### src/rtl/ps2_ascii_queue_if.sv
// ============================================================================
// Module  : ps2_ascii_queue_if
// Brief   : Scancode input, ASCII stream output and status bundle for the queue.
// Rev     : 1.0 - initial release
// ============================================================================
`default_nettype none

interface ps2_ascii_queue_if #(
    parameter int CNT_W = 4
);
    logic             ps2_key_pressed;
    logic [7:0]       ps2_key_data;
    logic             clear;
    logic             out_ready;
    logic             out_valid;
    logic [7:0]       out_data;
    logic [CNT_W-1:0] fill_count;
    logic             overflow;
    logic             caps_on;

    modport master (
        output ps2_key_pressed, ps2_key_data, clear, out_ready,
        input  out_valid, out_data, fill_count, overflow, caps_on
    );

    modport slave (
        input  ps2_key_pressed, ps2_key_data, clear, out_ready,
        output out_valid, out_data, fill_count, overflow, caps_on
    );
endinterface

`default_nettype wire

### src/rtl/ps2_ascii_queue.sv
// ============================================================================
// Module  : ps2_ascii_queue
// Brief   : PS/2 set-2 scancode decoder feeding a first-word-fall-through ASCII
//           FIFO. Optional caps-lock support enabled by macro PS2Q_CAPS_LOCK_EN.
// Rev     : 1.0 - initial release
// ============================================================================
`default_nettype none

module ps2_ascii_queue #(
    parameter int DEPTH = 8,
    parameter int CNT_W = 4
) (
    input  wire logic         clock,
    input  wire logic         resetn,
    ps2_ascii_queue_if.slave  bus
);
    localparam int c_AW = $clog2(DEPTH);

    localparam logic [1:0] c_ST_IDLE    = 2'd0;
    localparam logic [1:0] c_ST_BRK     = 2'd1;
    localparam logic [1:0] c_ST_EXT     = 2'd2;
    localparam logic [1:0] c_ST_EXT_BRK = 2'd3;

    logic [1:0]      r_state;
    logic [1:0]      w_state_nxt;
    logic            r_shift;
    logic            w_caps;
    logic [7:0]      r_mem [DEPTH];
    logic [c_AW-1:0] r_wr_ptr;
    logic [c_AW-1:0] r_rd_ptr;
    logic [CNT_W-1:0] r_count;
    logic            r_overflow;

    logic [7:0] w_byte;
    logic       w_make;
    logic       w_brk;
    logic       w_is_shift;
    logic [7:0] w_map_char;
    logic       w_is_letter;
    logic [7:0] w_char;
    logic       w_push_req;
    logic       w_full;
    logic       w_empty;
    logic       w_pop;
    logic       w_push;

    assign w_byte     = bus.ps2_key_data;
    assign w_make     = bus.ps2_key_pressed && (r_state == c_ST_IDLE) &&
                        (w_byte != 8'hF0) && (w_byte != 8'hE0);
    assign w_brk      = bus.ps2_key_pressed && (r_state == c_ST_BRK);
    assign w_is_shift = (w_byte == 8'h12) || (w_byte == 8'h59);

    always_comb begin
        w_state_nxt = r_state;
        if (bus.ps2_key_pressed) begin
            case (r_state)
                c_ST_IDLE: begin
                    if (w_byte == 8'hF0)      w_state_nxt = c_ST_BRK;
                    else if (w_byte == 8'hE0) w_state_nxt = c_ST_EXT;
                end
                c_ST_EXT:  w_state_nxt = (w_byte == 8'hF0) ? c_ST_EXT_BRK : c_ST_IDLE;
                default:   w_state_nxt = c_ST_IDLE;
            endcase
        end
    end

    always_ff @(posedge clock) begin
        if (!resetn) begin
            r_state <= c_ST_IDLE;
            r_shift <= 1'b0;
        end else begin
            r_state <= w_state_nxt;
            if (w_make && w_is_shift)
                r_shift <= 1'b1;
            else if (w_brk && w_is_shift)
                r_shift <= 1'b0;
        end
    end

`ifdef PS2Q_CAPS_LOCK_EN
    logic r_caps;

    // Typematic repeats of a held caps key each count as a fresh toggle.
    always_ff @(posedge clock) begin
        if (!resetn)
            r_caps <= 1'b0;
        else if (w_make && (w_byte == 8'h58))
            r_caps <= ~r_caps;
    end

    assign w_caps = r_caps;
`else
    assign w_caps = 1'b0;
`endif

    // Lower-case base map; zero marks an unmapped make code.
    always_comb begin
        case (w_byte)
            8'h1C: w_map_char = 8'h61;
            8'h32: w_map_char = 8'h62;
            8'h21: w_map_char = 8'h63;
            8'h23: w_map_char = 8'h64;
            8'h24: w_map_char = 8'h65;
            8'h2B: w_map_char = 8'h66;
            8'h34: w_map_char = 8'h67;
            8'h33: w_map_char = 8'h68;
            8'h43: w_map_char = 8'h69;
            8'h3B: w_map_char = 8'h6A;
            8'h42: w_map_char = 8'h6B;
            8'h4B: w_map_char = 8'h6C;
            8'h3A: w_map_char = 8'h6D;
            8'h31: w_map_char = 8'h6E;
            8'h44: w_map_char = 8'h6F;
            8'h4D: w_map_char = 8'h70;
            8'h15: w_map_char = 8'h71;
            8'h2D: w_map_char = 8'h72;
            8'h1B: w_map_char = 8'h73;
            8'h2C: w_map_char = 8'h74;
            8'h3C: w_map_char = 8'h75;
            8'h2A: w_map_char = 8'h76;
            8'h1D: w_map_char = 8'h77;
            8'h22: w_map_char = 8'h78;
            8'h35: w_map_char = 8'h79;
            8'h1A: w_map_char = 8'h7A;
            8'h45: w_map_char = 8'h30;
            8'h16: w_map_char = 8'h31;
            8'h1E: w_map_char = 8'h32;
            8'h26: w_map_char = 8'h33;
            8'h25: w_map_char = 8'h34;
            8'h2E: w_map_char = 8'h35;
            8'h36: w_map_char = 8'h36;
            8'h3D: w_map_char = 8'h37;
            8'h3E: w_map_char = 8'h38;
            8'h46: w_map_char = 8'h39;
            8'h29: w_map_char = 8'h20;
            8'h5A: w_map_char = 8'h0D;
            8'h66: w_map_char = 8'h08;
            default: w_map_char = 8'h00;
        endcase
    end

    assign w_is_letter = (w_map_char >= 8'h61) && (w_map_char <= 8'h7A);
    assign w_char      = (w_is_letter && (r_shift ^ w_caps)) ? (w_map_char - 8'h20) : w_map_char;
    assign w_push_req  = w_make && (w_map_char != 8'h00);

    assign w_full  = (r_count == CNT_W'(DEPTH));
    assign w_empty = (r_count == '0);
    assign w_pop   = !w_empty && bus.out_ready;
    // A pop in the same cycle frees the slot a full FIFO needs for the push.
    assign w_push  = w_push_req && (!w_full || w_pop);

    always_ff @(posedge clock) begin
        if (w_push && !bus.clear)
            r_mem[r_wr_ptr] <= w_char;
    end

    always_ff @(posedge clock) begin
        if (!resetn) begin
            r_wr_ptr   <= '0;
            r_rd_ptr   <= '0;
            r_count    <= '0;
            r_overflow <= 1'b0;
        end else if (bus.clear) begin
            r_wr_ptr   <= '0;
            r_rd_ptr   <= '0;
            r_count    <= '0;
            r_overflow <= 1'b0;
        end else begin
            if (w_push)
                r_wr_ptr <= r_wr_ptr + 1'b1;
            if (w_pop)
                r_rd_ptr <= r_rd_ptr + 1'b1;
            if (w_push && !w_pop)
                r_count <= r_count + 1'b1;
            else if (w_pop && !w_push)
                r_count <= r_count - 1'b1;
            if (w_push_req && !w_push)
                r_overflow <= 1'b1;
        end
    end

    assign bus.out_valid  = !w_empty;
    assign bus.out_data   = w_empty ? 8'h00 : r_mem[r_rd_ptr];
    assign bus.fill_count = r_count;
    assign bus.overflow   = r_overflow;
    assign bus.caps_on    = w_caps;
endmodule

`default_nettype wire

### src/flat_wrapper.sv
// flat-port wrapper written by rule: the top's interface ports become plain ports
module ps2_ascii_queue_flat 
#(
    parameter int DEPTH = 8,
    parameter int CNT_W = 4
)
  (clock, resetn, bus_ps2_key_pressed, bus_ps2_key_data, bus_clear, bus_out_ready, bus_out_valid, bus_out_data, bus_fill_count, bus_overflow, bus_caps_on);
  ps2_ascii_queue_if #(.CNT_W(CNT_W)) bus_i ();
  input  wire logic clock;
  input  wire logic resetn;
  input wire logic [$bits(bus_i.ps2_key_pressed)-1:0] bus_ps2_key_pressed;
  input wire logic [$bits(bus_i.ps2_key_data)-1:0] bus_ps2_key_data;
  input wire logic [$bits(bus_i.clear)-1:0] bus_clear;
  input wire logic [$bits(bus_i.out_ready)-1:0] bus_out_ready;
  output wire logic [$bits(bus_i.out_valid)-1:0] bus_out_valid;
  output wire logic [$bits(bus_i.out_data)-1:0] bus_out_data;
  output wire logic [$bits(bus_i.fill_count)-1:0] bus_fill_count;
  output wire logic [$bits(bus_i.overflow)-1:0] bus_overflow;
  output wire logic [$bits(bus_i.caps_on)-1:0] bus_caps_on;
  assign bus_i.ps2_key_pressed = bus_ps2_key_pressed;
  assign bus_i.ps2_key_data = bus_ps2_key_data;
  assign bus_i.clear = bus_clear;
  assign bus_i.out_ready = bus_out_ready;
  assign bus_out_valid = bus_i.out_valid;
  assign bus_out_data = bus_i.out_data;
  assign bus_fill_count = bus_i.fill_count;
  assign bus_overflow = bus_i.overflow;
  assign bus_caps_on = bus_i.caps_on;
  ps2_ascii_queue #(.DEPTH(DEPTH), .CNT_W(CNT_W)) u_core (.clock(clock), .resetn(resetn), .bus(bus_i));
endmodule
### config.mk
export PLATFORM = sky130hd
export DESIGN_NAME = ps2_ascii_queue_flat
export DESIGN_NICKNAME = d
export VERILOG_FILES = /design/src/rtl/ps2_ascii_queue_if.sv /design/src/rtl/ps2_ascii_queue.sv /design/src/flat_wrapper.sv
export SDC_FILE = /design/constraint.sdc
export NUM_CORES = 1
export LEC_CHECK = 0
export ABC_CLOCK_PERIOD_IN_PS = 13450
export BUFFER_PORTS_ARGS = -buffer_cell sky130_fd_sc_hd__buf_2
export CAP_MARGIN = 25
export CORE_UTILIZATION = 25
export DETAILED_ROUTE_END_ITERATION = 8
export PLACE_DENSITY_LB_ADDON = 0.08
export SLEW_MARGIN = 10
export SYNTH_ARGS = -nofsm -noshare
export SYNTH_HDL_FRONTEND = slang
export SYNTH_SLANG_ARGS = --single-unit
### constraint.sdc
create_clock -name clock -period 13.45 [get_ports clock]
set_input_delay 2.0175 -clock clock [delete_from_list [all_inputs] [get_ports clock]]
set_output_delay 2.0175 -clock clock [all_outputs]
set_load 0.005 [all_outputs]
## Yosys cells after proc, flatten, opt, wreduce, memory -nomap -nowiden

Memory sizes are Yosys's and may differ from the RTL's. A register that Yosys moved wholly into a read port is not among the register bits.
Index checks and enable logic that the tools add are counted.

| storage, ports and cells | value |
|---|---|
| memories | 2 |
| register bits | 14 |
| RAM bits | 64 |
| ROM bits | 896 |

Memory list:

| memory | words | width | rd ports | clocked after memory_dff | wr ports | RTL line | text |
|---|---|---|---|---|---|---|---|
| (name not given) | 128 | 7 | 1 | 0 | 0 | ps2_ascii_queue.sv:98 | `case (w_byte)` |
| u_core.r_mem | 8 | 8 | 1 | 1 | 1 | ps2_ascii_queue.sv:28 | `logic [7:0] r_mem [DEPTH];` |

| cells by class | value |
|---|---|
| mux-type cells | 15 |
| reductions and logical operators | 29 |
| magnitude comparators | 2 |
| equal/unequal tests | 10 |
| $add $sub $neg | 5 |
| bitwise operators | 1 |

Operators with widths:

| kind | count |
|---|---|
| $mux W8 | 3 |
| $eq A8 B8 Y1 const B | 2 |
| $ne A8 B8 Y1 const B | 2 |
| $logic_and A1 B1 Y1 | 15 |
| $eq A8 B5 Y1 const B | 1 |
| $eq A8 B7 Y1 const B | 1 |
| $ge A8 B7 Y1 const B | 1 |
| $le A8 B7 Y1 const B | 1 |
| $mux W4 | 2 |
| $reduce_bool A8 Y1 | 1 |
| $sub A8 B6 Y8 const B | 1 |
| $add A3 B1 Y3 const B | 2 |
| $mux W2 | 3 |
| $mux W3 | 2 |
| $logic_not A1 Y1 | 5 |
| $add A4 B1 Y4 const B | 1 |
| $eq A4 B4 Y1 const B | 1 |
| $logic_not A4 Y1 | 1 |
| $mux W1 | 4 |
| $pmux W2 S2 | 1 |
| $reduce_bool A2 Y1 | 2 |
| $sub A4 B1 Y4 const B | 1 |
| $ne A3 B3 Y1 const B | 1 |
| $eq A2 B1 Y1 const B | 1 |
| 6 further kinds | 7 |

## Logic depth before layout (Yosys ltp)

Gate-level depths: netlist (run 1).

| depth | value |
|---|---|
| depth after elaboration | 10 |
| depth in mapped cells | 19 |
| gate-level depth less buffers | 17 |

## Worst setup path before layout (run 1)

OpenSTA, ideal clock, no wires.

| timing path | value |
|---|---|
| kind | input-to-reg |
| from | in bus_ps2_key_data[1] |
| to | reg u_core.r_count[3], in the netlist u_core.bus.fill_count[3] |
| path slack | 7,612 ps |
| arrival | 5,768 ps |
| data required time | 13,380 ps |
| stages on the path | 18 |
| path buffers | 1 |
| cell sequence | clkbuf_1 -> inv_1 -> ha_1 -> mux2_2 -> a221oi_2 -> a2111oi_1 -> a31o_1 -> or3_4 -> o31ai_4 -> nor2_4 -> ha_1 -> inv_1 -> ha_1 -> a21o_1 -> a21oi_1 -> xnor2_1 -> or3_1 -> a21oi_1 |

| between the ends | value |
|---|---|
| cells in the longest elaborated chain, start to end | 8 |

Ends and longest elaborated chain:

| item | RTL line | text |
|---|---|---|
| start: declaration | flat_wrapper.sv:12 | `input wire logic [$bits(bus_i.ps2_key_data)-1:0] bus_ps2_key_data;` |
| $mem_v2 Z128 W7 / $ne A8 B8 Y1 (equally long branches) | - |  |
| $mux W8 / $logic_and A1 B1 Y1 (equally long branches) | ps2_ascii_queue.sv:98, ps2_ascii_queue.sv:48 |  |
| $reduce_bool A8 Y1 / $logic_and A1 B1 Y1 (equally long branches) | ps2_ascii_queue.sv:144, ps2_ascii_queue.sv:49 |  |
| $logic_and A1 B1 Y1 * | ps2_ascii_queue.sv:144 | `assign w_push_req = w_make && (w_map_char != 8'h00);` |
| $logic_and A1 B1 Y1 * | ps2_ascii_queue.sv:150 | `assign w_push = w_push_req && (!w_full \|\| w_pop);` |
| $logic_not A1 Y1 | ps2_ascii_queue.sv:175 | `else if (w_pop && !w_push)` |
| $logic_and A1 B1 Y1 | ps2_ascii_queue.sv:175 |  |
| $reduce_bool A2 Y1 (no source line) | - |  |
| end signal: assignment | ps2_ascii_queue.sv:174 | `r_count <= r_count + 1'b1;` |
| end signal: assignment | ps2_ascii_queue.sv:176 | `r_count <= r_count - 1'b1;` |
| end: declaration | ps2_ascii_queue.sv:31 | `logic [CNT_W-1:0] r_count;` |

Every way passes the cells marked *; elsewhere a longest branch is shown, timed or not.
A chain may end at the register's enable or synchronous reset.

## Final worst setup path (run 1)

Same ends and word-level chain as after synthesis.

==> results of run 1 <==
## cell families (layout without fill, tap and decap cells)
kind of cell,count (synthesis),in the layout,share of synthesized area (%)
AOI/OAI and AO/OA,68,68,12.11
xor gates and xnor gates,5,5,1.012
adders and majority gates,14,14,4.220
buffers and inverters,32,59,3.526
DFF,81,81,52.25
muxes,36,36,13.09
other,1,1,0.08662
and+or+nand+nor,106,106,13.70
## cell type report
type | instances | area (µm²)
inverter | 10 | 37.54
tap | 220 | 275.3
clock inverter | 6 | 90.09
multi-input combinational | 230 | 1952
fill | 1714 | 11730
sequential | 81 | 2262
timing repair buffer | 33 | 182.7
clock buffer | 10 | 229.0
## cells in the mapped netlist, types with 3 or more instances
master,n
nor4b_1,4
o211a_1,3
a21o_1,3
nor3b_1,3
nand2b_1,7
buf_1,4
nor2_1,28
ha_1,13
mux2_2,4
a21oi_1,13
xor2_1,3
nand2_1,19
and2_1,7
mux4_2,16
clkbuf_1,8
nor4_1,3
nor2b_1,9
inv_1,9
a211o_1,5
dfxtp_1,17
edfxtp_1,64
a31oi_1,8
buf_2,5
nand3b_1,3
buf_4,3
mux2i_1,15
nand3_1,5
o21ai_0,6
## registers in the layout, indices dropped and copies added (netlist names), named ones only
| register | flops |
|---|---|
| u_core.bus.fill_count | 4 |
| u_core.bus.overflow | 1 |
| u_core.r_mem | 64 |
| u_core.r_rd_ptr | 3 |
| u_core.r_shift | 1 |
| u_core.r_state | 2 |
| u_core.r_wr_ptr | 3 |
## layer usage
| metal | global-route usage, % | routed length (µm) | vias up |
|---|---|---|---|
| li1 | - | - | 1367 |
| met1 | 16.52 | 4973 | 1414 |
| met2 | 20.63 | 5139 | 80 |
| met3 | 2.321 | 427 | 16 |
| met4 | 5.682 | 202 | 0 |
| met5 | 0 | 0 | - |
## power groups by stage
stage                     logic (W)  registers [W]  clock network [W]
after floorplan           0.0000664       0.000283                  0
after global placement     0.000101       0.000284                  0
after detailed placement  0.0000995       0.000284                  0
after CTS                  0.000100       0.000279           0.000271
after global routing       0.000110       0.000279           0.000282
final                     0.0000982       0.000279           0.000263
## worst register-to-register path, stage by stage (launching register included)
cell and delay (ns):
dfxtp_1 0.32, inv_1 0.07, nand2_1 0.07, a211oi_1 0.52, o31ai_4 0.27, nor2_4 0.22, ha_1 0.21, inv_1 0.09
ha_1 0.28, a21o_1 0.17, a21oi_1 0.16, xnor2_1 0.09, or3_1 0.30, a21oi_1 0.14
## how the worst max path moves through the flow
stage	cells past startpoint	end	slack, ns	start
after floorplan	18	u_core.bus.fill_count[3]	7.61	bus_ps2_key_data[1]
final	18	u_core.bus.fill_count[3]	7.45	bus_ps2_key_data[1]
after global placement	18	u_core.bus.fill_count[3]	7.11	bus_ps2_key_data[1]
after CTS	18	u_core.bus.fill_count[3]	7.46	bus_ps2_key_data[1]
after global routing	18	u_core.bus.fill_count[3]	7.14	bus_ps2_key_data[1]
after detailed placement	18	u_core.bus.fill_count[3]	7.11	bus_ps2_key_data[1]
## per-stage QoR
| step | utilization [%] | std cells |
|---|---|---|
| 4_1_cts | 30.00 | 590 |
| 3_5_place_dp | 28.10 | 574 |
| 6_report | 30.00 | 590 |
| 3_3_place_gp | 28.10 | 574 |
| 5_1_grt | 30.00 | 590 |
| 2_1_floorplan | - | 343 |
==> impl_results.md, run 1 <==
* Register-to-Register Path Depth at 13
* Final WS setup at 7.446 ns
* Area delta synth->final at 16.16%
* Hold_buf cts at 0
* DRT Pass-1 Iters at 4
* Hold-critical path depth at 1
* Post-Syn Nets at 370
* GRT Util Overall at between 10% and 20%
* Final Hold Slack at 0.4945 ns
* Pwr/cell area at 127.3 nW/µm²
* Routed WL per cell at 18.21 µm
* Vias in the first global route at 2844
* Die width at 133.6 µm
* Antenna violations before repair at 0
* CTS max path bufs at 2
* CP Cell Sequence: buf_2 > inv_1 > ha_1 > mux2_2 > a221oi_2 > a2111oi_1 > a31o_1 > or3_4 > o31ai_4 > nor2_4 > ha_1 > inv_1 > ha_1 > a21o_1 > a21oi_1 > xnor2_1 > or3_1 > a21oi_1
* Worst Path Max Fanout at 12
* Diodes inserted at 0
* Internal power at around 0.00048 W
* GP Congestion at 0.8031
* Mean number of vias per cell at 4.876
* FP Rows at 47
* Status: finished clean
* Top post-synthesis cells by area: edfxtp_1, mux4_2, dfxtp_1, ha_1, mux2i_1
* Final Routed Wirelength at 10740 µm
* Slowest stage delay, CP at 0.50 ns
* WHS Endpoint: u_core.bus.overflow
* Clock power frac at 41.1%
* Largest area contributor in the netlist: edfxtp_1
* Core ar. at 16760 µm²
* DRC at 0
* Layout cell share with drive strength beyond 1 at around 23%
* Starting Density at about a quarter
* Hpwl dp at 7136 µm
* CP max stage cell: o31ai_4
* Nets at 392
* CTS Buf Count at 9
* Vias at between 2000 and 3000
* CTS root buf: clkbuf_16
* Pleak at roughly 1.7 nW
* # IOs at 28
* Worst r2r dst: u_core.bus.fill_count[3]
* CP required at roughly 14 ns
* Commonest non-fill, non-tap cell in the layout: edfxtp_1
* Hold Fails Final Rpt at 0
* Starting DRT DRC Count at 204
* Post-CTS Setup Bufs at 0
* Min-delay src: u_core.bus.overflow
* Sequential power share at 43.5%
* Final slew viol count at 0
* Clk slew on worst S/H paths at 0.06 ns
* Synthesized area at roughly 4300 µm²
* Reg-to-Reg Start: u_core.r_state[1]
* Period utilization at between 40 and 50%
* P_sw at ~0.00016 W
* I/O Buffers at 26
* CTS sink count at 81
* Yosys cell types at 71
* DRT antenna net count at 0
* Most frequent cells in the layout: edfxtp_1, nor2_1, buf_2
* Worst vdd ir at about 0.066 mV
* Hold WC Path Type: flip-flop to flip-flop
* Die H at 133.6 µm
* Final Skew at roughly 0.0056 ns
* Max Cap Viol at 0
* Syn_area_per_cell at ~13 µm²
* F_max at 166.6 MHz
* Total Die Area at 17850 µm²
* Synth Register Bits at 81
* Setup violators final at 0
* Sum of negative setup slack at 0 ns
* Worst skew pair latency at 0.34 ns
* Synth top area share at 44.39%
* YS warnings at 0
* R2R setup slack at 10.47 ns
* Pre-CTS WS at just over 7 ns
* Delay-heaviest family, CP: compound AO/OA/AOI/OAI gates
* Rel. slew slack at 40.63%
* Logic pwr share at 15.4%
* Number of synthesized flops with an enable pin at 64
* Resized Gates After CTS at 0
* Crit end category: flip-flop
* Worst Path Buf+Inv at 3
* GR Overflow Total at 0
* Crit path kind: primary input to flip-flop
* Synth Flop Type: edfxtp_1
* CTS tree: yes
* Design Power at between 0.0006 and 0.0007 W
* Fraction of registers with async set/reset at 0%
* First-pass GRT wire length at 16780 µm
* Cells after Synth at 343
* Worst setup SP type: primary input
* Seq/Total Area, Yosys at a little over half
* WP data arrival at 6.27 ns
* RSZ-0062 raised after global routing: false
* H-tree levels at 3
* Switching fraction of total power at 25.27%
* Final instance area at 5029 µm²
* Worst Tran Pin Value at 0.8893 ns
* Placed Area at 4710 µm²
* Most numerous cell on the critical path: ha_1
* Largest net degree at the start of global routing at 42
* Minimum clock period at 6.004 ns
No activity file was read; power rests on OpenSTA's default activity.
==> inputs of run 2 (changes only) <==
Settings changed: ABC_CLOCK_PERIOD_IN_PS 13450 to 5750.
Clock period 13.45 ns to 5.75 ns, I/O delays scaled along.
==> run 2 against run 1 <==
Critical path depth unchanged; sequential cell count unchanged; clock skew about the same; highest routed layer unchanged; sequential share of layout area decreased by 0.067 points; first-iteration DRC count decreased by 15%.
==> impl_results.md, run 2 (synthesized netlist as in run 1, its figures left out) <==
* Status: finished clean
* Starting Density at between 20% and 30%
* First-pass GRT wire length at 16470 µm
* Final Skew at roughly 0.0054 ns
* Clock power frac at 41.1%
* CTS root buf: clkbuf_16
* Nets at just under 400
* Worst vdd ir at approximately 0.13 mV
* F_max at roughly 210 MHz
* Antenna violations before repair at 0
* RSZ-0062 raised after global routing: false
* Starting DRT DRC Count at roughly 170
* Most numerous cell on the critical path: ha_1
* Register-to-Register Path Depth at 13
* Largest net degree at the start of global routing at 30
* Mean number of vias per cell at between 4 and 5
* Pleak at 1.743 nW
* Setup violators final at 0
* Minimum clock period at 4.802 ns
* Crit end category: flip-flop
* CTS max path bufs at 2
* Final Routed Wirelength at roughly 11000 µm
* Worst Tran Pin Value at slightly below 0.9 ns
* Diodes inserted at 0
* Delay-heaviest family, CP: simple AND/OR/NAND/NOR gates
* Hold Fails Final Rpt at 0
* Worst r2r dst: u_core.bus.fill_count[3]
* Die width at 133.6 µm
* GR Overflow Total at 0
* Logic pwr share at 15.4%
* Clk slew on worst S/H paths at 0.06 ns
* FP Rows at 47
* DRT Pass-1 Iters at 4
* Min-delay src: u_core.r_rd_ptr[1]
* CTS sink count at 81
* Period utilization at between 80% and 90%
* Layout cell share with drive strength beyond 1 at a little under a quarter
* Routed WL per cell at about 18 µm
* Sum of negative setup slack at 0 ns
* Vias in the first global route at ~2800
* DRT antenna net count at 0
* Top reg by flops: u_core.r_mem
* Commonest non-fill, non-tap cell in the layout: edfxtp_1
* Most frequent cells in the layout: edfxtp_1, nor2_1, buf_2
* Final slew viol count at 0
* CTS Buf Count at 9
* Hold-critical path depth at 2
* Max Cap Viol at 0
* Die H at 133.6 µm
* Placed Area at 4717 µm²
* CP max stage cell: or4_1
* GP Congestion at 0.7952
* Internal power at 0.001120 W
* Worst Path Buf+Inv at 3
* R2R setup slack at 2.76 ns
* Area delta synth->final at 16.33%
* Final instance area at 5036 µm²
* DRC at 0
* Vias at 2852
* CP Cell Sequence: buf_2 > inv_1 > ha_1 > mux2_2 > nand2_1 > and3_1 > o22ai_1 > or4_1 > o31ai_4 > nor2_4 > ha_1 > inv_1 > ha_1 > a21o_1 > a21oi_1 > xnor2_1 > or3_1 > a21oi_1
* Rel. slew slack at 40.83%
* Crit path kind: primary input to flip-flop
* GRT Util Overall at 12.55%
* # IOs at 28
* Reg-to-Reg Start: u_core.r_state[1]
* Worst skew pair latency at 0.34 ns
* Post-CTS Setup Bufs at 0
* Hold WC Path Type: flip-flop to flip-flop
* Total Die Area at 17850 µm²
* Worst Path Max Fanout at 12
* WHS Endpoint: u_core.r_rd_ptr[1]
* Slowest stage delay, CP at between 0.6 and 0.7 ns
* Max FFs per register at 64
* P_sw at 0.0003756 W
* Core ar. at 16760 µm²
* Switching fraction of total power at between 20 and 30%
* H-tree levels at 3
* WP data arrival at between 5 and 6 ns
* Pwr/cell area at 296.9 nW/µm²
* Worst setup SP type: primary input
* CP required at 6.01 ns
* Sequential power share at 43.6%
* I/O Buffers at 26
* Hold_buf cts at 0
* Resized Gates After CTS at 0
* Hpwl dp at approximately 7000 µm
* CTS tree: yes
## run 2: cell types whose count changed in the layout (fill, tap and decap cells not counted), sizes merged
cell / before / now
buf: 33 / 34
clkinv: 2 / 1
inv: 11 / 12
## run 2: how the worst max path moves through the flow
stage	startpoint	to	slack, ns	cells past startpoint
2_1_floorplan	bus_ps2_key_data[1]	u_core.bus.fill_count[3]	1.07	18
3_3_place_gp	bus_ps2_key_data[2]	u_core.bus.fill_count[3]	0.70	17
3_5_place_dp	bus_ps2_key_data[1]	u_core.bus.fill_count[3]	0.63	18
4_1_cts	bus_ps2_key_data[1]	u_core.bus.fill_count[3]	0.97	18
5_1_grt	bus_ps2_key_data[1]	u_core.bus.fill_count[3]	0.67	18
6_report	bus_ps2_key_data[1]	u_core.bus.fill_count[3]	0.95	18
## run 2: worst min-delay path: cells and delay by family (launching register included)
family,cells,cell delay (ns)
flip-flops,1,0.31
AO/OA/AOI/OAI,1,0.07
AND/OR/NAND/NOR,1,0.05
## run 2: power by group through the flow
stage	combinational [W]	clock, W	sequential (W)
2_1_floorplan	0.000155	0	0.000662
3_3_place_gp	0.000236	0	0.000664
3_5_place_dp	0.000233	0	0.000664
4_1_cts	0.000234	0.000635	0.000652
5_1_grt	0.000257	0.000661	0.000652
6_report	0.000230	0.000614	0.000651
## run 2: through the flow
step | setup WS [ns] | power, W | utilization, % | hold slack, ns | instances
floorplan | 1.067 | 0.0008168 | - | 0.4541 | 343
global placement | 0.7023 | 0.0009004 | 28.14 | 0.4692 | 575
detailed placement | 0.6275 | 0.0008975 | 28.14 | 0.4852 | 575
CTS | 0.9659 | 0.001521 | 30.05 | 0.4938 | 591
global route | 0.6695 | 0.001570 | 30.05 | 0.5083 | 591
finish | 0.9483 | 0.001495 | 30.05 | 0.4911 | 591
## run 2: layout make-up
class / instances / area [µm²]
Clock buffer: 10 / 229.0
Clock inverter: 6 / 90.09
Fill cell: 1728 / 11720
Inverter: 10 / 37.54
Multi-Input combinational cell: 230 / 1952
Sequential cell: 81 / 2262
Tap cell: 220 / 275.3
Timing Repair Buffer: 34 / 190.2
## run 2: per-layer routing
metal  GRT usage (%)  routed length, µm
met5               0                  0
met4           5.366                262
met3           2.930                354
met2           20.28               5069
met1           16.03               4990
==> inputs of run 3 (changes only) <==
Settings changed: ABC_AREA set to 1, ABC_CLOCK_PERIOD_IN_PS 5750 to 4500.
Clock period 5.75 ns to 4.5 ns, I/O delays scaled along.
==> run 3 against run 2 <==
Cell count increased by 33%; clock skew increased by 0.00086 ns; critical endpoint unchanged; highest routed layer unchanged; synthesized cell count increased by 52%; largest power group unchanged; cell area increased by 1.1%; sequential share of layout area decreased by 0.51 points; via count increased by 25%.
==> impl_results.md, run 3 <==
* Hpwl dp at 8151 µm
* GP Congestion at 0.8880
* Pwr/cell area at ~380 nW/µm²
* Max Cap Viol at 0
* Final WS setup at 0.7953 ns
* Total Die Area at 18120 µm²
* Synth top area share at 43.71%
* Setup violators final at 0
* Syn_area_per_cell at 8.423 µm²
* CTS tree: yes
* First-pass GRT wire length at 19180 µm
* I/O Buffers at 26
* Worst skew pair latency at 0.34 ns
* Status: finished clean
* Minimum clock period at roughly 3.7 ns
* Min-delay src: u_core.bus.overflow
* Antenna violations before repair at 0
* Crit path from: bus_ps2_key_data[1]
* WP data arrival at 3.93 ns
* Area delta synth->final at 15.85%
* Number of synthesized flops with an enable pin at 64
* GR Overflow Total at 0
* Reg-to-Reg Start: u_core.bus.fill_count[1]
* Starting DRT DRC Count at 171
* Synthesized area at 4397 µm²
* Largest area contributor in the netlist: edfxtp_1
* Period utilization at 82.33%
* Hold Fails Final Rpt at 0
* Worst Tran Pin Value at 0.9424 ns
* Worst vdd ir at 0.1811 mV
* Hold-critical path depth at 2
* Worst setup SP type: primary input
* Post-Syn Nets at 549
* Register-to-Register Path Depth at 15
* Crit end category: flip-flop
* Most frequent cells after synthesis: nand2_1, nor2_1, edfxtp_1, o21ai_0, inv_1
* Top post-synthesis cells by area: edfxtp_1, nand2_1, nor2_1, dfxtp_1, o21ai_0
* Yosys cell types at 37
* Pleak at 2.152 nW
* Resized Gates After CTS at 0
* Final Skew at between 0.006 and 0.007 ns
* # IOs at 28
* F_max at 269.9 MHz
* RSZ-0062 raised after global routing: false
* Worst r2r dst: u_core.bus.fill_count[3]
* Final slew viol count at 0
* Final Routed Wirelength at 11790 µm
* Die width at 134.6 µm
* Cells after Synth at between 500 and 600
* WHS Endpoint: u_core.bus.overflow
* Core ar. at 17240 µm²
* DRT Pass-1 Iters at 4
* Vias in the first global route at 3593
* GRT Util Overall at 14.08%
* Placed cells at between 700 and 800
* Hold WC Path Type: flip-flop to flip-flop
* Post-CTS Setup Bufs at 0
* Starting Density at 25.51%
* Synth Flop Type: edfxtp_1
* Top reg by flops: u_core.r_mem
* FP Rows at between 40 and 50
* CTS root buf: clkbuf_16
* Sum of negative setup slack at 0 ns
* Pre-CTS WS at 0.4487 ns
* R2R setup slack at 1.83 ns
* Max FFs per register at 64
* Die H at 134.6 µm
* Most frequent cells in the layout: nand2_1, nor2_1, edfxtp_1
* Routed WL per cell at around 15 µm
* Final Hold Slack at between 0.4 and 0.5 ns
* Vias at approximately 3600
* DRT antenna net count at 0
* Rel. slew slack at 37.11%
* Worst Path Max Fanout at 11
* Mean number of vias per cell at between 4 and 5
* Hold_buf cts at 0
* CTS max path bufs at 2
* Nets at 584
* Fraction of registers with async set/reset at 0%
* CTS sink count at 81
* Diodes inserted at 0
* DRC at 0
* Layout cell share with drive strength beyond 1 at 13.88%
* Final Core Density at 29.55%
* Largest net degree at the start of global routing at 33
* Synth Register Bits at 81
* Seq/Total Area, Yosys at 51.45%
* YS warnings at 0
* Crit path kind: primary input to flip-flop
* CTS Buf Count at 9
* Non-Filler Instances at 787
* Clk slew on worst S/H paths at 0.06 ns
* H-tree levels at 3
* CP required at 4.73 ns
## run 3: cell count changes after synthesis, sizes merged, moves of 8 or more
cell	previous run	this run
inv	10	52
nand2	19	112
nor2	29	107
nand4	1	10
and2	8	0
nor2b	9	0
nand3	5	27
mux2i	15	0
o21ai	7	53
mux4	16	0
## run 3: worst max path at each step
stage                          endpoint  slack (ns)  cells past startpoint
2_1_floorplan  u_core.bus.fill_count[3]        1.03                     24
3_3_place_gp   u_core.bus.fill_count[3]        0.57                     23
3_5_place_dp   u_core.bus.fill_count[3]        0.45                     23
4_1_cts        u_core.bus.fill_count[3]        0.81                     23
5_1_grt        u_core.bus.fill_count[3]        0.35                     25
6_report       u_core.bus.fill_count[3]        0.80                     23
## run 3: stage by stage
stage / total power [W] / area [µm²]
floorplan: 0.001130 / 4397
global placement: 0.001284 / 4822
detailed placement: 0.001280 / 4822
CTS: 0.001964 / 5094
global route: 0.002051 / 5094
finish: 0.001930 / 5094
## run 3: cells by family (layout without fill, tap and decap cells)
| family | Yosys count | count (layout) | synth area share, % |
|---|---|---|---|
| XOR/XNOR | 3 | 3 | 0.5977 |
| flip-flops | 81 | 81 | 51.45 |
| other | 1 | 1 | 0.08529 |
| adder cells (fa/ha/maj) | 14 | 14 | 4.155 |
| AO/OA/AOI/OAI | 89 | 89 | 10.98 |
| buffers and inverters | 68 | 108 | 6.517 |
| AND/OR/NAND/NOR | 266 | 266 | 26.21 |
## run 3: metal layers
layer / share of wire, % / wire length (µm) / GRT usage [%] / vias to the layer above
met2: 45 / 5347 / 22.88 / 85
met5: 0 / 0 / 0 / -
li1: - / - / - / 1817
met1: 49 / 5751 / 18.22 / 1635
met3: 3.9 / 454 / 3.416 / 14
met4: 2.0 / 235 / 4.931 / 0
## run 3: worst max-delay path: stages
cell,delay (ns)
buf_2,0.15
inv_1,0.15
ha_1,0.32
nand2_1,0.11
nand2_1,0.16
nor2_1,0.06
o21ai_0,0.19
nand3_1,0.11
nand2_2,0.18
nor2_1,0.09
nand2_2,0.11
nand3_4,0.10
inv_1,0.08
ha_1,0.19
inv_1,0.09
ha_1,0.32
and3_1,0.17
a211oi_1,0.22
nor2_1,0.07
nor2_1,0.08
nand2_1,0.07
o21ai_0,0.14
a21oi_1,0.06
## run 3: power by group
| part | total (W) | switching, W | leakage [nW] | internal, W |
|---|---|---|---|---|
| clock network | 0.000671 | 0.000297 | 0.130 | 0.000375 |
| logic | 0.000413 | 0.000274 | 1.28 | 0.000138 |
| registers | 0.000846 | 0.0000153 | 0.746 | 0.000831 |
## run 3: final cells by class
type	count	area, µm²
fillers	1834	12140
flip-flops and latches	81	2262
multi-input cells	373	1848
well taps	225	281.5
repair buffers	40	235.2
clock buffers	10	229.0
inverters	52	195.2
clock inverters	6	42.54
